### config.mk
export PLATFORM = sky130hd
export DESIGN_NAME = pc_fetch_unit
export DESIGN_NICKNAME = d
export VERILOG_FILES = /design/src/rtl/cpu_defs.sv /design/src/rtl/next_pc_calc.sv /design/src/rtl/pc_fetch_unit.sv
export SDC_FILE = /design/constraint.sdc
export NUM_CORES = 1
export LEC_CHECK = 0
export CAP_MARGIN = 25
export CORE_MARGIN = 1.5
export CORE_UTILIZATION = 40
export CTS_CLUSTER_DIAMETER = 30
export DETAILED_ROUTE_END_ITERATION = 10
export PLACE_DENSITY = 0.81
export SLEW_MARGIN = 30
export SYNTH_ARGS = -nofsm -noshare
export SYNTH_HDL_FRONTEND = slang
export SYNTH_SLANG_ARGS = --single-unit
### constraint.sdc
create_clock -name CLK -period 10.25 [get_ports CLK]
set_input_delay 1.5375 -clock CLK [delete_from_list [all_inputs] [get_ports CLK]]
set_output_delay 1.5375 -clock CLK [all_outputs]
set_load 0.005 [all_outputs]
### src/rtl/cpu_defs.sv
// Shared definitions for the fetch path of the single-cycle CPU.
// Holds the PCSrc select codes, the fetch status encodings and the word size.
package cpu_defs;

    localparam logic [1:0] PC_SEQ = 2'b00;
    localparam logic [1:0] PC_BR  = 2'b01;
    localparam logic [1:0] PC_J   = 2'b10;
    localparam logic [1:0] PC_JR  = 2'b11;

    typedef enum logic [1:0] {
        ST_RUN   = 2'b00,
        ST_HALT  = 2'b01,
        ST_FAULT = 2'b10
    } state_t;

    localparam int WORD_BYTES = 4;

endpackage

### src/rtl/next_pc_calc.sv
// Combinational next-PC target and legality check.
// Ports: pcsrc/iaddr/immediate/jaddr/rs_data in; target, illegal out.
module next_pc_calc
    import cpu_defs::*;
#(
    parameter int IMEM_BYTES = 64
) (
    input  logic [1:0]  pcsrc,
    input  logic [31:0] iaddr,
    input  logic [15:0] immediate,
    input  logic [25:0] jaddr,
    input  logic [31:0] rs_data,
    output logic [31:0] target,
    output logic        illegal
);

    localparam logic [31:0] LAST_WORD = 32'(IMEM_BYTES - WORD_BYTES);

    logic [31:0] seq;
    logic [31:0] br_off;

    assign seq    = iaddr + 32'(WORD_BYTES);
    // Offset is in words: sign-extend, then scale to bytes.
    assign br_off = {{14{immediate[15]}}, immediate, 2'b00};

    always_comb begin
        target = seq;
        unique case (pcsrc)
            PC_SEQ:  target = seq;
            PC_BR:   target = seq + br_off;
            PC_J:    target = {seq[31:28], jaddr, 2'b00};
            PC_JR:   target = rs_data;
            default: target = seq;
        endcase
    end

    assign illegal = (target[1:0] != 2'b00) || (target > LAST_WORD);

endmodule

### src/rtl/pc_fetch_unit.sv
// Program counter with run/halt/fault status and a retired-update counter.
// Ports: CLK, Reset (sync, low), PCWre, PCSrc, immediate, jaddr, rs_data,
//        halt_req in; IAddr, PC4, halted, fault, fault_addr, retired out.
module pc_fetch_unit
    import cpu_defs::*;
#(
    parameter logic [31:0] RESET_PC   = 32'h0000_0000,
    parameter int          IMEM_BYTES = 64
) (
    input  logic        CLK,
    input  logic        Reset,
    input  logic        PCWre,
    input  logic [1:0]  PCSrc,
    input  logic [15:0] immediate,
    input  logic [25:0] jaddr,
    input  logic [31:0] rs_data,
    input  logic        halt_req,
    output logic [31:0] IAddr,
    output logic [31:0] PC4,
    output logic        halted,
    output logic        fault,
    output logic [31:0] fault_addr,
    output logic [31:0] retired
);

    state_t      state_q, state_d;
    logic [31:0] pc_q, pc_d;
    logic [31:0] ret_q, ret_d;
    logic [31:0] fa_q, fa_d;
    logic [31:0] target;
    logic        illegal;

    next_pc_calc #(
        .IMEM_BYTES (IMEM_BYTES)
    ) u_calc (
        .pcsrc     (PCSrc),
        .iaddr     (pc_q),
        .immediate (immediate),
        .jaddr     (jaddr),
        .rs_data   (rs_data),
        .target    (target),
        .illegal   (illegal)
    );

    always_ff @(posedge CLK) begin
        if (!Reset) begin
            state_q <= ST_RUN;
            pc_q    <= RESET_PC;
            ret_q   <= '0;
            fa_q    <= '0;
        end else begin
            state_q <= state_d;
            pc_q    <= pc_d;
            ret_q   <= ret_d;
            fa_q    <= fa_d;
        end
    end

    always_comb begin
        state_d = state_q;
        pc_d    = pc_q;
        ret_d   = ret_q;
        fa_d    = fa_q;
        case (state_q)
            ST_RUN: begin
                // Halt wins over any PC write in the same cycle.
                if (halt_req) begin
                    state_d = ST_HALT;
                end else if (PCWre) begin
                    if (illegal) begin
                        state_d = ST_FAULT;
                        fa_d    = target;
                    end else begin
                        pc_d  = target;
                        ret_d = ret_q + 32'd1;
                    end
                end
            end
            default: ;
        endcase
    end

    assign IAddr      = pc_q;
    assign PC4        = pc_q + 32'(WORD_BYTES);
    assign halted     = (state_q == ST_HALT);
    assign fault      = (state_q == ST_FAULT);
    assign fault_addr = fa_q;
    assign retired    = ret_q;

endmodule

==> impl_metrics.tcl, run 1 <==
set metrics [dict create \
    status "completed" \
    n_antenna_cell 0 \
    initial_core_util 0.4065 \
    wirelength_um 24960 \
    htree_levels 3 \
    antenna_found_initial 1 \
    grt_pass1_vias 7182 \
    whs_endpoint "fault_addr[25]" \
    hold-path-cell-count 2 \
    postRouteAntennaNets 0 \
    arrival_ns 7.31 \
    required_ns 10.53 \
    yosysUniqueCellTypes 77 \
    hold_class "reg2reg" \
    slew_violations 0 \
    endpoint_kind "register" \
    setup_viol_count_final 0 \
    drive_gt1_frac 0.05581 \
    port_buffers 209 \
    insertion_delay_ns 0.36 \
    dp_hpwl_um 19230 \
    ys.flop_type "dfxtp_1" \
    cts_tree "yes" \
    routedWlPerCell_um 18.88 \
    netlist_area_sq_um 7252 \
    clk_pin_slew_ns 0.08 \
    cts_setup_buffers 0 \
    die_area_sq_um 18950 \
    irDropWorstVdd_mv 0.07812 \
    synth_area_leader_cell "dfxtp_1" \
    vias_per_cell 5.943 \
    slew_headroom 0.3632 \
    cts_sinks 98 \
    cts.path.max_buffers 2 \
    num_vias 7857 \
    grt_pass1_wl_um 37890 \
    cp_max_fo 48 \
    ys_seq_area_frac 0.2705 \
    synth-seq-cells 98 \
    yosysTopAreaCellShare 0.2705 \
    hold_buffers 0 \
    fin_nets 1202 \
    dieWidth_um 137.6 \
    period_share 0.6866 \
    areaGrowthSynthToFinish_pct 34.32 \
    cts_root_buffer "clkbuf_16" \
    yosys-top-cells-area "dfxtp_1 27%, nand2_1 6.4%, ha_1 5.7%" \
    synth-edff-count 0 \
    rrSetupSlack_ns 3.29 \
    gp_congestion 1.001 \
    timing.rr.end "retired[12]" \
    leakagePower_nw 3.768 \
    startpoint_type "input port" \
    seqCellArea_sq_um 1962 \
    row_count 49 \
    rr_worst_depth 19 \
    multi_input_area_sq_um 4970 \
    fillers 1661 \
    clock_skew_ns 0.009784 \
    coreArea_sq_um 17840 \
    syn-num-nets 1032 \
    io_pins 210 \
    die_h_um 137.6 \
    fin_setup_tns_ns 0 \
    worst_pin_slew_ns 0.9465 \
    rsz0062_at_grt "false" \
    crit_start "immediate[15]" \
    cap_violations 0 \
    first_pass_iters 6 \
    period_minus_slack_ns 7.038 \
    pwr_density_cell_nw_per_um2 93.15 \
    track_usage 0.2575 \
    remaining_drc_errors 0 \
    drt_iter0_drc 689 \
    cts_resized 0 \
    finalHoldViolCount 0 \
    min_from "fault_addr[25]" \
    syn_inst 918 \
    path_class "in2reg" \
    grt_max_degree 78 \
    synthArstFlopShare 0 \
    postLayoutCoreUtil 0.5460 \
    ys_warn_count 0 \
    syn_avg_cell_area_sq_um 7.900 \
    grt-ovfl-total 0 \
    max_freq_ghz 0.1421 \
    power_uw 907.3 \
    cts_buffers 9 \
    worstReg2RegStart "IAddr[2]" \
]
==> critical path, stage by stage <==
cell             delay (ns)
clkdlybuf4s50_1        0.84
ha_1                   0.61
a21oi_1                0.20
o21ai_0                0.16
a41o_1                 0.29
a211o_1                0.33
a21oi_1                0.17
xnor2_1                0.08
mux4_2                 0.49
nor4_1                 0.84
nand4_2                0.56
buf_4                  0.47
or4_1                  0.55
a21oi_1                0.15
==> through the flow <==
stage / cell area, sq um / setup slack (ns) / hold slack [ns] / instances
final: 9741 / 3.212 / 0.4603 / 1322
after global routing: 9741 / 2.757 / 0.4701 / 1322
after CTS: 9741 / 3.297 / 0.4599 / 1322
after detailed placement: 9439 / 2.960 / 0.4472 / 1306
after global placement: 9438 / 3.117 / 0.4414 / 1306
after floorplan: 7252 / 4.360 / 0.4447 / 918
==> power by group <==
part           internal [mW]  switching (mW)  total (mW)
Sequential             0.388         0.00502       0.393
Combinational         0.0772          0.0812       0.158
Clock                  0.192           0.164       0.356
==> kinds of logic after synthesis <==
family                     count (synthesis)  synth area share
muxes                                     58            0.1018
adders and majority gates                 34           0.05970
and+or+nand+nor                          408            0.2992
AOI/OAI and AO/OA                        198            0.1736
buffers and inverters                     80           0.04451
DFF                                       98            0.2705
xor gates and xnor gates                  42           0.05072
==> layer usage <==
metal,routed length (um),share of wire,track usage
met2,11670,0.47,0.4261
met3,1882,0.075,0.04047
met1,10780,0.43,0.3391
met5,0,0,0
met4,625,0.025,0.09064
==> final cells by class <==
class | instances | share of cell area
well taps | 229 | 0.02942
repair buffers | 217 | 0.2194
flip-flops and latches | 98 | 0.2014
inverters | 22 | 0.008606
clock inverters | 6 | 0.007450
clock buffers | 10 | 0.02351
multi-input cells | 740 | 0.5102
==> flip-flops by register name (all words and copies together) (netlist names) <==
register	count
fault_addr	32
retired	32
IAddr	32
state_q	2
==> how the worst max path moves through the flow <==
stage / to / cells after the start
after floorplan: retired[3] / 13
after global placement: retired[6] / 15
after detailed placement: retired[16] / 15
after CTS: retired[6] / 15
after global routing: retired[16] / 13
final: retired[12] / 14
==> cells in the mapped netlist, types with 13 or more instances <==
cell type / count
xnor2_1: 30
dfxtp_1: 98
or3_1: 23
nand2_1: 123
ha_1: 33
nor2_1: 46
nand3_1: 39
nand2b_1: 13
inv_1: 21
o21ai_0: 28
o21ai_1: 19
mux2i_1: 40
clkbuf_1: 45
nand4_1: 29
and3_1: 45
nor3_1: 30
a21oi_1: 65
==> layout by cell type (no fill, tap or decap), types with 9 or more instances in the layout <==
master,count
xor2_1,12
ha_1,33
nor2_1,45
o21ai_1,19
and4_1,9
clkdlybuf4s50_1,206
o31ai_1,12
mux2i_1,40
nand2b_1,13
clkbuf_16,9
dfxtp_1,98
or3_1,23
nor3_1,30
or4_1,12
mux4_2,12
inv_1,21
nand4_1,29
nand2_1,123
o21ai_0,28
nand3_1,39
xnor2_1,30
a21oi_1,65
and3_1,45
Note: power is estimated with default switching activity, not from simulation.
==> run 2, diff against run 1 <==
- clock period: 10.25 -> 7.1 ns (I/O delays scaled with it)
==> impl_metrics.tcl, run 2 (synthesized netlist as in run 1, its figures left out) <==
set metrics [dict create \
    htree_levels 3 \
    startpoint_type "register" \
    die_area_sq_um 18950 \
    cts.path.max_buffers 2 \
    rrSetupSlack_ns 0.97 \
    status "completed" \
    fin_setup_tns_ns 0 \
    cts_buffers 9 \
    grt_pass1_wl_um 38910 \
    max_freq_ghz 0.1632 \
    initial_core_util 0.4065 \
    rsz0062_at_grt "false" \
    instances_no_fill 1334 \
    cap_violations 0 \
    hold-path-cell-count 2 \
    finalHoldViolCount 0 \
    timing.rr.end "retired[19]" \
    whs_endpoint "fault_addr[29]" \
    wirelength_um 25200 \
    gp_congestion 0.9180 \
    port_buffers 209 \
    antenna_found_initial 0 \
    crit_path_cell_trace "ha_1 > and4_1 > nand4_1 > buf_4 > nor3_1 > nand2_1 > xnor2_1 > ha_1 > nand2_1 > o21ai_0 > o21ai_0 > mux2i_1 > nand4_1 > o32ai_1 > nor4bb_1 > and3_1 > nand4_2 > buf_4 > or3_1 > a21oi_1" \
    worst_pin_slew_ns 0.9119 \
    setup_viol_count_final 0 \
    required_ns 7.38 \
    path_class "reg2reg" \
    mostFrequentLayoutCell "clkdlybuf4s50_1" \
    row_count 49 \
    cts_setup_buffers 0 \
    dieWidth_um 137.6 \
    grt_max_degree 96 \
    io_pins 210 \
    slew_violations 0 \
    leakagePower_nw 3.832 \
    coreArea_sq_um 17840 \
    rr_worst_depth 20 \
    n_antenna_cell 0 \
    num_vias 7946 \
    grt-ovfl-total 0 \
    drive_gt1_frac 0.06787 \
    insertion_delay_ns 0.37 \
    dp.cells 1318 \
    postRouteAntennaNets 0 \
    arrival_ns 6.41 \
    endpoint_kind "register" \
    clock_skew_ns 0.01537 \
    critPathSlowestCell "nor4bb_1" \
    power_mw 1.287 \
    irDropWorstVdd_mv 0.1236 \
    pwr_density_cell_nw_per_um2 131.1 \
    slew_headroom 0.3921 \
    areaGrowthSynthToFinish_pct 35.37 \
    vias_per_cell 5.957 \
    period_minus_slack_ns 6.129 \
    hold_class "reg2reg" \
    dp_hpwl_um 19570 \
    worstReg2RegStart "IAddr[3]" \
    drt_iter0_drc 543 \
    die_h_um 137.6 \
    final_cell_mix "206 x clkdlybuf4s50_1, 123 x nand2_1, 98 x dfxtp_1, 65 x a21oi_1" \
    routedWlPerCell_um 18.89 \
    cts_tree "yes" \
    cts_resized 0 \
    cp_slowest_stage_delay_ns 0.55 \
    period_share 0.8633 \
    remaining_drc_errors 0 \
    grt_pass1_vias 7302 \
    first_pass_iters 5 \
    cts_sinks 98 \
    postLayoutCoreUtil 0.5502 \
    cts_root_buffer "clkbuf_16" \
    track_usage 0.2660 \
    min_from "fault_addr[29]" \
    clk_pin_slew_ns 0.08 \
    cp_max_fo 18 \
    fin_nets 1214 \
    hold_buffers 0 \
]
==> run 2: per-stage QoR <==
| step | hold WS (ns) | area (sq um) | setup slack, ns |
|---|---|---|---|
| 2_1_floorplan | 0.4447 | 7252 | 1.682 |
| 3_3_place_gp | 0.4360 | 9528 | 0.7883 |
| 3_5_place_dp | 0.4476 | 9532 | 0.7166 |
| 4_1_cts | 0.4574 | 9817 | 1.066 |
| 5_1_grt | 0.4758 | 9817 | 0.5272 |
| 6_report | 0.4558 | 9817 | 0.9708 |
==> run 2: how the worst max path moves through the flow <==
stage | start | to | slack [ns] | cells after the start
floorplan | immediate[0] | retired[3] | 1.68 | 13
global placement | immediate[0] | retired[20] | 0.79 | 16
detailed placement | immediate[0] | retired[19] | 0.72 | 16
CTS | immediate[0] | retired[19] | 1.07 | 16
global route | IAddr[4] | retired[19] | 0.53 | 18
finish | IAddr[3] | retired[19] | 0.97 | 20
==> run 2: worst max-delay path, delay by kind of cell, from the launching register on <==
family	cells	cell delay, ns
compound gates	4	1.08
flops	1	0.46
simple gates	10	2.78
mux	1	0.24
fa+ha+maj	2	0.66
xor+xnor	1	0.27
buf+inv	2	0.56
==> run 2: area by class of cell <==
class                   instances  area [sq um]
fillers                      1634          8024
multi-input cells             740          4972
flip-flops and latches         98          1962
well taps                     229         286.5
inverters                      22         83.83
repair buffers                229          2227
clock inverters                 7         60.06
clock buffers                   9         225.2
==> run 2: routing by layer <==
| metal | share of wire | vias up | GRT usage |
|---|---|---|---|
| li1 | - | 3769 | - |
| met1 | 0.43 | 3738 | 0.3587 |
| met2 | 0.46 | 389 | 0.4164 |
| met3 | 0.085 | 50 | 0.05408 |
| met4 | 0.029 | 0 | 0.1023 |
| met5 | 0 | - | 0 |
==> run 2: power by group <==
group / switching (mW) / internal (mW) / total [mW]
combinational: 0.118 / 0.112 / 0.230
clock: 0.246 / 0.244 / 0.490
sequential: 0.00755 / 0.560 / 0.567
